<file path="src/rtl/chargen_pkg.sv">
// Shared types, glyph geometry, text-word field offsets and the 16-entry CGA palette
// for the character-generator pixel path.
package chargen_pkg;

    localparam int GLYPH_W = 8;
    localparam int GLYPH_H = 16;

    // Text-map word layout: [7:0] code, [11:8] fg index, [15:12] bg index
    localparam int TXT_CODE_LSB = 0;
    localparam int TXT_FG_LSB   = 8;
    localparam int TXT_BG_LSB   = 12;

    typedef struct packed {
        logic       de;
        logic       hs;
        logic       vs;
        logic [2:0] xlo;
        logic [3:0] ylo;
        logic       cur;
    } side_t;

    function automatic logic [11:0] palette(input logic [3:0] idx);
        case (idx)
            4'd0:    return 12'h000;
            4'd1:    return 12'h00A;
            4'd2:    return 12'h0A0;
            4'd3:    return 12'h0AA;
            4'd4:    return 12'hA00;
            4'd5:    return 12'hA0A;
            4'd6:    return 12'hA50;
            4'd7:    return 12'hAAA;
            4'd8:    return 12'h555;
            4'd9:    return 12'h55F;
            4'd10:   return 12'h5F5;
            4'd11:   return 12'h5FF;
            4'd12:   return 12'hF55;
            4'd13:   return 12'hF5F;
            4'd14:   return 12'hFF5;
            default: return 12'hFFF;
        endcase
    endfunction

endpackage

</file>
<file path="src/rtl/chargen_delay_line.sv">
// Fixed-depth register chain with synchronous active-low reset to RST_VAL.
// Latency DEPTH cycles; no backpressure, shifts every cycle.
module chargen_delay_line #(
    parameter int             W       = 1,
    parameter int             DEPTH   = 1,
    parameter logic [W-1:0]   RST_VAL = '0
) (
    input  logic         clk_i,
    input  logic         rstn_i,
    input  logic [W-1:0] d_i,
    output logic [W-1:0] q_o
);

    logic [W-1:0] stage [DEPTH];

    always_ff @(posedge clk_i) begin
        if (!rstn_i) begin
            for (int i = 0; i < DEPTH; i++) stage[i] <= RST_VAL;
        end else begin
            stage[0] <= d_i;
            for (int i = 1; i < DEPTH; i++) stage[i] <= stage[i-1];
        end
    end

    assign q_o = stage[DEPTH-1];

endmodule

</file>
<file path="src/rtl/chargen_pixel_pipe.sv">
// Text-mode pixel path: timing-generator counters -> text-map -> font ROM -> 12-bit RGB.
// Latency 5 cycles for rgb/de/hs/vs; no backpressure. Optional cursor blink: CHARGEN_CURSOR_BLINK_EN.
module chargen_pixel_pipe
    import chargen_pkg::*;
#(
    parameter int   COLS      = 80,
    parameter int   ROWS      = 30,
    parameter int   HCNT_W    = 10,
    parameter int   VCNT_W    = 10,
    parameter int   ADDR_W    = $clog2(COLS*ROWS),
    parameter logic SYNC_IDLE = 1'b1
) (
    input  logic              clk_i,
    input  logic              rstn_i,
    input  logic [HCNT_W-1:0] hcount_i,
    input  logic [VCNT_W-1:0] vcount_i,
    input  logic              pixel_enable_i,
    input  logic              hs_i,
    input  logic              vs_i,
    output logic [ADDR_W-1:0] ch_addr_o,
    input  logic [15:0]       ch_data_i,
    output logic [11:0]       font_addr_o,
    input  logic [7:0]        font_row_i,
    input  logic [6:0]        cursor_x_i,
    input  logic [4:0]        cursor_y_i,
    output logic [11:0]       rgb_o,
    output logic              de_o,
    output logic              hs_o,
    output logic              vs_o
);

    localparam int    XSH      = $clog2(GLYPH_W);
    localparam int    YSH      = $clog2(GLYPH_H);
    localparam side_t SIDE_RST = '{de: 1'b0, hs: SYNC_IDLE, vs: SYNC_IDLE,
                                   xlo: 3'd0, ylo: 4'd0, cur: 1'b0};

    logic [ADDR_W-1:0] row_a, col_a, row_base, addr_next;
    logic              cursor_hit;
    side_t             side_in, side2, side4;
    logic [7:0]        colour4;
    logic [2:0]        bit_idx;
    logic              pix;
    logic [3:0]        colour_idx;

    assign row_a = ADDR_W'(vcount_i >> YSH);
    assign col_a = ADDR_W'(hcount_i >> XSH);

    generate
        if (COLS == 80) begin : g_mul80
            assign row_base = (row_a << 6) + (row_a << 4);
        end else begin : g_mul
            assign row_base = row_a * ADDR_W'(COLS);
        end
    endgenerate

    assign addr_next = row_base + col_a;

`ifdef CHARGEN_CURSOR_BLINK_EN
    logic [4:0] frame_cnt;
    logic       vs_prev;

    always_ff @(posedge clk_i) begin
        if (!rstn_i) begin
            frame_cnt <= '0;
            vs_prev   <= SYNC_IDLE;
        end else begin
            vs_prev <= vs_i;
            if (vs_prev == SYNC_IDLE && vs_i != SYNC_IDLE) frame_cnt <= frame_cnt + 5'd1;
        end
    end

    assign cursor_hit = !frame_cnt[4]
                     && (hcount_i[HCNT_W-1:XSH] == (HCNT_W-XSH)'(cursor_x_i))
                     && (vcount_i[VCNT_W-1:YSH] == (VCNT_W-YSH)'(cursor_y_i));
`else
    logic unused_cursor;
    assign cursor_hit    = 1'b0;
    assign unused_cursor = ^{cursor_x_i, cursor_y_i};
`endif

    assign side_in = '{de: pixel_enable_i, hs: hs_i, vs: vs_i,
                       xlo: hcount_i[2:0], ylo: vcount_i[3:0], cur: cursor_hit};

    // Two taps: side2 lines up with ch_data_i (P3), side4 with font_row_i (P5).
    chargen_delay_line #(.W($bits(side_t)), .DEPTH(2), .RST_VAL(SIDE_RST)) u_side_a (
        .clk_i(clk_i), .rstn_i(rstn_i), .d_i(side_in), .q_o(side2));

    chargen_delay_line #(.W($bits(side_t)), .DEPTH(2), .RST_VAL(SIDE_RST)) u_side_b (
        .clk_i(clk_i), .rstn_i(rstn_i), .d_i(side2), .q_o(side4));

    chargen_delay_line #(.W(8), .DEPTH(2), .RST_VAL(8'h00)) u_colour (
        .clk_i(clk_i), .rstn_i(rstn_i),
        .d_i({ch_data_i[TXT_BG_LSB +: 4], ch_data_i[TXT_FG_LSB +: 4]}),
        .q_o(colour4));

    // Memory addresses freeze during blanking to keep the RAM/ROM buses quiet.
    always_ff @(posedge clk_i) begin
        if (!rstn_i) begin
            ch_addr_o   <= '0;
            font_addr_o <= '0;
        end else begin
            if (pixel_enable_i) ch_addr_o <= addr_next;
            if (side2.de)       font_addr_o <= {ch_data_i[TXT_CODE_LSB +: 8], side2.ylo};
        end
    end

    always_comb begin
        bit_idx    = 3'(GLYPH_W-1) - side4.xlo;
        pix        = font_row_i[bit_idx] | (side4.cur && side4.ylo >= 4'(GLYPH_H-2));
        colour_idx = pix ? colour4[3:0] : colour4[7:4];
    end

    always_ff @(posedge clk_i) begin
        if (!rstn_i) begin
            rgb_o <= '0;
            de_o  <= 1'b0;
            hs_o  <= SYNC_IDLE;
            vs_o  <= SYNC_IDLE;
        end else begin
            rgb_o <= side4.de ? palette(colour_idx) : 12'h000;
            de_o  <= side4.de;
            hs_o  <= side4.hs;
            vs_o  <= side4.vs;
        end
    end

endmodule
</file>
<file path="config.mk">
export PLATFORM = sky130hd
export DESIGN_NAME = chargen_pixel_pipe
export DESIGN_NICKNAME = d
export VERILOG_FILES = /design/src/rtl/chargen_pkg.sv /design/src/rtl/chargen_delay_line.sv /design/src/rtl/chargen_pixel_pipe.sv
export SDC_FILE = /design/constraint.sdc
export NUM_CORES = 1
export LEC_CHECK = 0
export BUFFER_PORTS_ARGS = -buffer_cell sky130_fd_sc_hd__buf_2
export CORE_ASPECT_RATIO = 1.5
export CORE_MARGIN = 2
export CORE_UTILIZATION = 40
export DETAILED_ROUTE_END_ITERATION = 7
export GPL_TIMING_DRIVEN = 0
export MAX_ROUTING_LAYER = met4
export PLACE_DENSITY = 0.64
export RECOVER_POWER = 25
export SYNTH_ARGS = -nofsm -noshare
export SYNTH_HDL_FRONTEND = slang
export SYNTH_SLANG_ARGS = --single-unit
</file>
<file path="constraint.sdc">
create_clock -name clk_i -period 2.4 [get_ports clk_i]
set_input_delay 0.12 -clock clk_i [delete_from_list [all_inputs] [get_ports clk_i]]
set_output_delay 0.12 -clock clk_i [all_outputs]
set_load 0.01 [all_outputs]
</file>
==> results of run 1 <==
[state kept, by name (all words and copies together), names as in the netlist]
name            flops
u_side_a.stage     20
u_colour.stage     16
ch_addr_o          12
font_addr_o        12
u_side_b.stage     12
rgb_o               5
de_o                1
hs_o                1
vs_o                1
[kinds of logic (layout without fill, tap and decap cells)]
kind of cell / after synthesis / in the layout
AO/OA/AOI/OAI: 17 / 17
XOR/XNOR: 1 / 1
adder cells (fa/ha/maj): 13 / 13
buffers and inverters: 24 / 142
flip-flops: 80 / 80
multiplexers: 26 / 26
AND/OR/NAND/NOR: 92 / 92
[critical path: cells and delay by family]
family,cells,cell delay [ns]
compound gates,2,0.42
fa+ha+maj,2,0.85
buf+inv,1,0.11
simple gates,2,0.67
[area by class of cell]
class                           count  share of cell area, %
Clock buffer                       11                   3.74
Tap cell                           80                   2.65
Multi-Input combinational cell    149                   31.3
Inverter                            4                  0.397
Timing Repair Buffer              102                   15.8
Clock inverter                      5                   1.06
Buffer                             20                   2.71
Sequential cell                    80                   42.4
[power breakdown]
group / switching (mW) / internal (mW)
clock: 0.479 / 0.411
combinational: 0.131 / 0.154
sequential: 0.0219 / 1.38
[routing by layer]
metal / routed length [microns] / global-route usage [%]
met3: 232 / 3.82
met2: 2730 / 24.3
met1: 2170 / 15.2
met5: 0 / -
met4: 116 / 9.22
[cells in the mapped netlist (2+ instances only)]
cell type / instances
fa_1: 2
nor2_1: 5
buf_4: 7
a31oi_1: 2
dfxtp_1: 80
mux2i_1: 22
o211ai_1: 3
nand3b_1: 6
a21o_1: 3
a21oi_1: 4
ha_1: 11
clkbuf_1: 12
nand4_1: 3
nand2b_1: 10
and2_1: 40
nand2_1: 3
nor2b_1: 20
inv_1: 4
mux4_1: 2
[per-stage QoR]
stage | power, mW | area (sq um) | hold WS [ns] | cells | worst slack, ns
final | 2.58 | 3780 | 0.0340 | 451 | 0.483
after global routing | 2.71 | 3780 | 0.0254 | 451 | 0.441
after CTS | 2.63 | 3780 | 0.00847 | 451 | 0.508
after detailed placement | 1.71 | 3430 | 0.310 | 418 | 0.118
after global placement | 1.70 | 3430 | 0.306 | 418 | 0.130
after floorplan | 1.60 | 2900 | 0.221 | 253 | 0.298
[how the worst max path moves through the flow]
| stage | start | to | slack [ns] | cells after the start |
|---|---|---|---|---|
| 4_1_cts | hcount_i[9] | ch_addr_o[10]$_SDFFE_PN0P_ | 0.51 | 7 |
| 2_1_floorplan | hcount_i[9] | ch_addr_o[10]$_SDFFE_PN0P_ | 0.30 | 6 |
| 3_3_place_gp | hcount_i[9] | ch_addr_o[10]$_SDFFE_PN0P_ | 0.13 | 7 |
| 3_5_place_dp | hcount_i[9] | ch_addr_o[10]$_SDFFE_PN0P_ | 0.12 | 7 |
| 6_report | hcount_i[9] | ch_addr_o[10]$_SDFFE_PN0P_ | 0.48 | 7 |
| 5_1_grt | hcount_i[9] | ch_addr_o[10]$_SDFFE_PN0P_ | 0.44 | 7 |
==> key figures, run 1 <==
Yosys
  • Most used DFF post-synth: dfxtp_1
  • Adder-cell share of the synthesized area: 6.12%
  • Post-Syn Instances: 253
  • Synth Area in Compound Gates: 4.18%
  • Synth Area per Inst: 11.5 sq um
  • Synth top area share: 55.1%
  • Area leader, netlist: dfxtp_1
  • Syn Std Cell Area: 2900 sq um
  • FFs w/ async S/R, synth: 0%
  • Yosys cell types: 33
  • Flip-flop and latch count after synthesis: 80
  • Post-synthesis sequential area ratio: 55.1%
  • Post-synthesis mux area share: 10.6%
  • Simple-Gate Fraction of Synth Area: 19.6%
  • Total number of yosys warnings: 0
  • Synth area leaders: dfxtp_1 (55%), and2_1 (8.6%), mux2i_1 (7.6%)
  • Largest family of logic cells by synthesized area: simple AND/OR/NAND/NOR gates
  • Post-synth EDFFs: 0
  • Syn_nets: 327
  • Post-Synth XOR/XNOR Area: 0.302%

Worst setup path
  • CP Launch Type: primary input
  • Slowest stage delay, CP: 0.53 ns
  • FF-to-FF setup slack: 0.62 ns
  • CP Cell Sequence: buf_2 -> fa_1 -> ha_1 -> a21o_1 -> and4_1 -> or4_1 -> a31o_2
  • CP Capture Type: flop
  • Crit path kind: primary input to flop
  • RR Startpoint: u_side_b.stage[0][16]$_SDFF_PN0_
  • CP max-delay cell: fa_1
  • Critical path peak fanout: 2
  • Worst flop-to-flop path endpoint: rgb_o[6]$_SDFF_PN0_
  • Reg2reg path depth: 4
  • WP data arrival: 2.16 ns
  • Critical Path RT: 2.65 ns

Drt
  • Drt pass-1 iters: 4
  • Detailed-route wire length: 5.26 mm
  • Routed wire per std cell: 11.7 microns
  • Routed Antenna Nets: 0
  • Vias per cell: 4.55
  • DRC viols: 0
  • Drt initial violations: 58
  • Routed vias: 2,051

Outcome
  • Status: complete, no violations

STA
  • Final setup fails: 0
  • FMAX: 522 MHz
  • Slew of the pin with the lowest slew margin: 0.652 ns
  • Final period util: 79.9%
  • Setup_tns: 0 ns
  • Relative slew margins: 56.5%
  • Tmin final: 1.92 ns
  • Unrepaired setup endpoints after global routing: false
  • Fin Clk Skew: 0.00763 ns
  • Fin. Hold Viols: 0
  • Max-slew violations: 0

Placed design
  • # port buffers: 85
  • HPWL Detailed: 3.74 mm
  • RePlAce Congestion: 0.856

Clock tree
  • TritonCTS buffer count: 9
  • Clock root buffer: clkbuf_8
  • Cts repair resizes: 0
  • CTS Sinks: 80
  • Clock Latency Late Sink: 0.34 ns
  • Clock Pin Slew Worst Setup and Hold Paths: 0.08 ns
  • Hold_buf cts: 17
  • Post-CTS Setup Bufs: 0
  • Clock Path Buffers: 2
  • CTS tree: yes
  • Htree depth: 3

Run
  • Max Cap Viol: 0

Floorplan
  • Core box area: 7130 sq um
  • FP Rows: 38
  • Die width: 73.6 microns
  • Boundary Pins: 100
  • Die Ht: 108 microns
  • Die Area: 7970 sq um
  • Initial Util: 40.7%

Layout
  • Area of the multi-input gates: 1180 sq um
  • Post-layout util: 53.0%
  • Layout cell share with drive strength beyond 1: 30.2%
  • Commonest non-fill, non-tap cells in the layout: buf_2 (86), dfxtp_1 (80), and2_1 (28), mux2i_1 (22), nor2b_1 (20)
  • ANT cells: 0
  • Commonest non-fill, non-tap cell in the layout: buf_2
  • Final #Nets: 440
  • Fill cells: 663
  • Storage element area: 1600 sq um
  • Area grow syn2layout: 30.2%

GRT
  • Overflow after GRT: 0
  • Largest net degree at the start of global routing: 15
  • Initial antenna violation count: 0
  • First-pass GRT wire length: 8.54 mm
  • Vias in the first global route: 1,931
  • GRT Util Overall: 14.7%

Hold path
  • Hold WC Path Type: primary input to flop
  • HP Start: ch_data_i[0]
  • Min-Delay Endpoint: font_addr_o[4]$_SDFFE_PN0P_
  • Worst Hold Depth: 3

Pwr
  • P per Cell Area: 683 nW/um^2
  • Worst VDD drop: 0.431 mV
  • Pleak: 1.73 nW
Power figures use the tool's default switching activity.
==> run 2, diff against run 1 <==
==> constraint.sdc (replaced) <==
create_clock -name clk_i -period 1.9 [get_ports clk_i]
set_input_delay 0.095 -clock clk_i [delete_from_list [all_inputs] [get_ports clk_i]]
set_output_delay 0.095 -clock clk_i [all_outputs]
set_load 0.01 [all_outputs]
==> run 2 against run 1 <==
  * Flip-flop and latch count unchanged
  * Via count rose by 0.63%
  * Worst setup slack worse by 0.39 ns
  * Sequential power up 26%
  * Critical path type unchanged
  * Critical endpoint unchanged
==> key figures, run 2 (same netlist as run 1, synthesis figures left out) <==
Pwr
  • Worst VDD drop: 0.487 mV
  • Pleak: 1.74 nW
  • P per Cell Area: 883 nW/um^2

Placed design
  • # port buffers: 85
  • RePlAce Congestion: 0.854
  • HPWL Detailed: 3.71 mm

Floorplan
  • Die width: 73.6 microns
  • Initial Util: 40.7%
  • FP Rows: 38
  • Core box area: 7130 sq um
  • Boundary Pins: 100
  • Die Area: 7970 sq um
  • Die Ht: 108 microns

STA
  • Unrepaired setup endpoints after global routing: false
  • Setup_tns: 0 ns
  • Fin Clk Skew: 0.00779 ns
  • Tmin final: 1.81 ns
  • Max-slew violations: 0
  • Fin. Hold Viols: 0
  • FMAX: 553 MHz
  • Final period util: 95.2%
  • Hold slack final: 0.0178 ns
  • Relative slew margins: 56.3%
  • Slew of the pin with the lowest slew margin: 0.655 ns
  • Final setup fails: 0

Drt
  • DRC viols: 0
  • Vias per cell: 4.58
  • Metal2 WL: 2.68 mm
  • Uppermost routed layer: met4
  • Detailed-route wire length: 5.17 mm
  • Routed vias: 2,064
  • Routed wire per std cell: 11.5 microns
  • Wire length on met1: 2.19 mm
  • Drt pass-1 iters: 3
  • Met3 WL: 194 microns
  • Drt initial violations: 74
  • Routed Antenna Nets: 0

GRT
  • First-pass GRT wire length: 8.39 mm
  • Vias in the first global route: 1,914
  • Overflow after GRT: 0
  • Initial antenna violation count: 0
  • GRT Util Overall: 14.0%
  • Largest net degree at the start of global routing: 14

Hold path
  • Hold WC Path Type: primary input to flop

Clock tree
  • CTS Sinks: 80
  • Clock Latency Late Sink: 0.34 ns
  • Post-CTS Setup Bufs: 0
  • Clock Pin Slew Worst Setup and Hold Paths: 0.08 ns
  • Htree depth: 3
  • CTS tree: yes
  • Clock Path Buffers: 2
  • TritonCTS buffer count: 9
  • Clock root buffer: clkbuf_8

Layout
  • Final #Nets: 441
  • Largest regs: u_side_a.stage (20), u_colour.stage (16)
  • Fill cells: 659
  • ANT cells: 0
  • Layout cell share with drive strength beyond 1: 29.9%
  • Max reg flops: 20
  • Commonest non-fill, non-tap cells in the layout: buf_2 (86), dfxtp_1 (80), and2_1 (33), mux2i_1 (22), nor2b_1 (20)
  • Commonest non-fill, non-tap cell in the layout: buf_2
  • Post-layout util: 53.4%
  • Area grow syn2layout: 31.0%
  • Biggest register: u_side_a.stage

Worst setup path
  • CP Capture Type: flop
  • CP Cell Sequence: buf_2 -> fa_1 -> ha_1 -> a21o_1 -> and4_1 -> or4_1 -> a31o_2
  • Crit path kind: primary input to flop
  • Bufs and invs on worst path: 1
  • CP Launch Type: primary input
  • WP data arrival: 2.05 ns
  • Delay-heaviest family, CP: adder cells
  • Critical path peak fanout: 2
  • Slowest stage delay, CP: 0.60 ns
  • Critical Path RT: 2.14 ns
  • CP max-delay cell: fa_1

Outcome
  • Status: complete, no violations

Run
  • Max Cap Viol: 0
## run 2: path summary, 6_finish.rpt
kind                                     from                              end  slack, ns  depth (start not counted)
max                               vcount_i[6]       ch_addr_o[10]$_SDFFE_PN0P_       0.09                          7
min                              ch_data_i[3]      font_addr_o[7]$_SDFFE_PN0P_       0.02                          3
max reg2reg  u_side_b.stage[0][16]$_SDFF_PN0_              rgb_o[6]$_SDFF_PN0_       0.16                          4
min reg2reg  u_side_a.stage[0][19]$_SDFF_PN1_  u_side_b.stage[0][8]$_SDFF_PN1_       0.41                          1
## run 2: where the power goes
group / switching [mW] / leakage [nW] / internal, mW / total, mW
Clock: 0.582 / 0.0920 / 0.641 / 1.22
Combinational: 0.163 / 0.988 / 0.196 / 0.359
Sequential: 0.0277 / 0.657 / 1.75 / 1.78
## run 2: worst register-to-register path, delay by kind of cell (launching register included)
family	cells	cell delay, ns
multiplexers	3	1.26
flip-flops	1	0.36
AND/OR/NAND/NOR	1	0.07
## run 2: routing by layer
| layer | global-route usage [%] | up-vias |
|---|---|---|
| met4 | 7.40 | 0 |
| met1 | 15.7 | 936 |
| met5 | - | - |
| met3 | 2.52 | 10 |
| met2 | 23.3 | 54 |
| li1 | - | 1064 |
## run 2: what timing repair did
action	4_1_cts	5_1_grt
resized for setup	0	0
endpoints found under the hold margin	18	0
hold buffers	18	0
## run 2: per-stage QoR
stage                     setup slack (ns)  std cells  cell area, sq um  total power [mW]
after floorplan                    -0.0759        253              2900              2.02
after global placement              -0.267        418              3430              2.15
after detailed placement            -0.279        418              3430              2.15
after CTS                           0.0954        451              3800              3.41
after global routing                0.0468        451              3800              3.51
final                               0.0912        451              3800              3.36
## run 2: final cells by class
cell class	instances	area, sq um	area share, %
sequential	80	1600	42.1
multi-input combinational	149	1180	31.1
timing repair buffer	103	606	15.9
clock buffer	11	141	3.72
buffer	20	103	2.70
tap	80	100	2.63
clock inverter	4	53.8	1.41
inverter	4	15.0	0.395
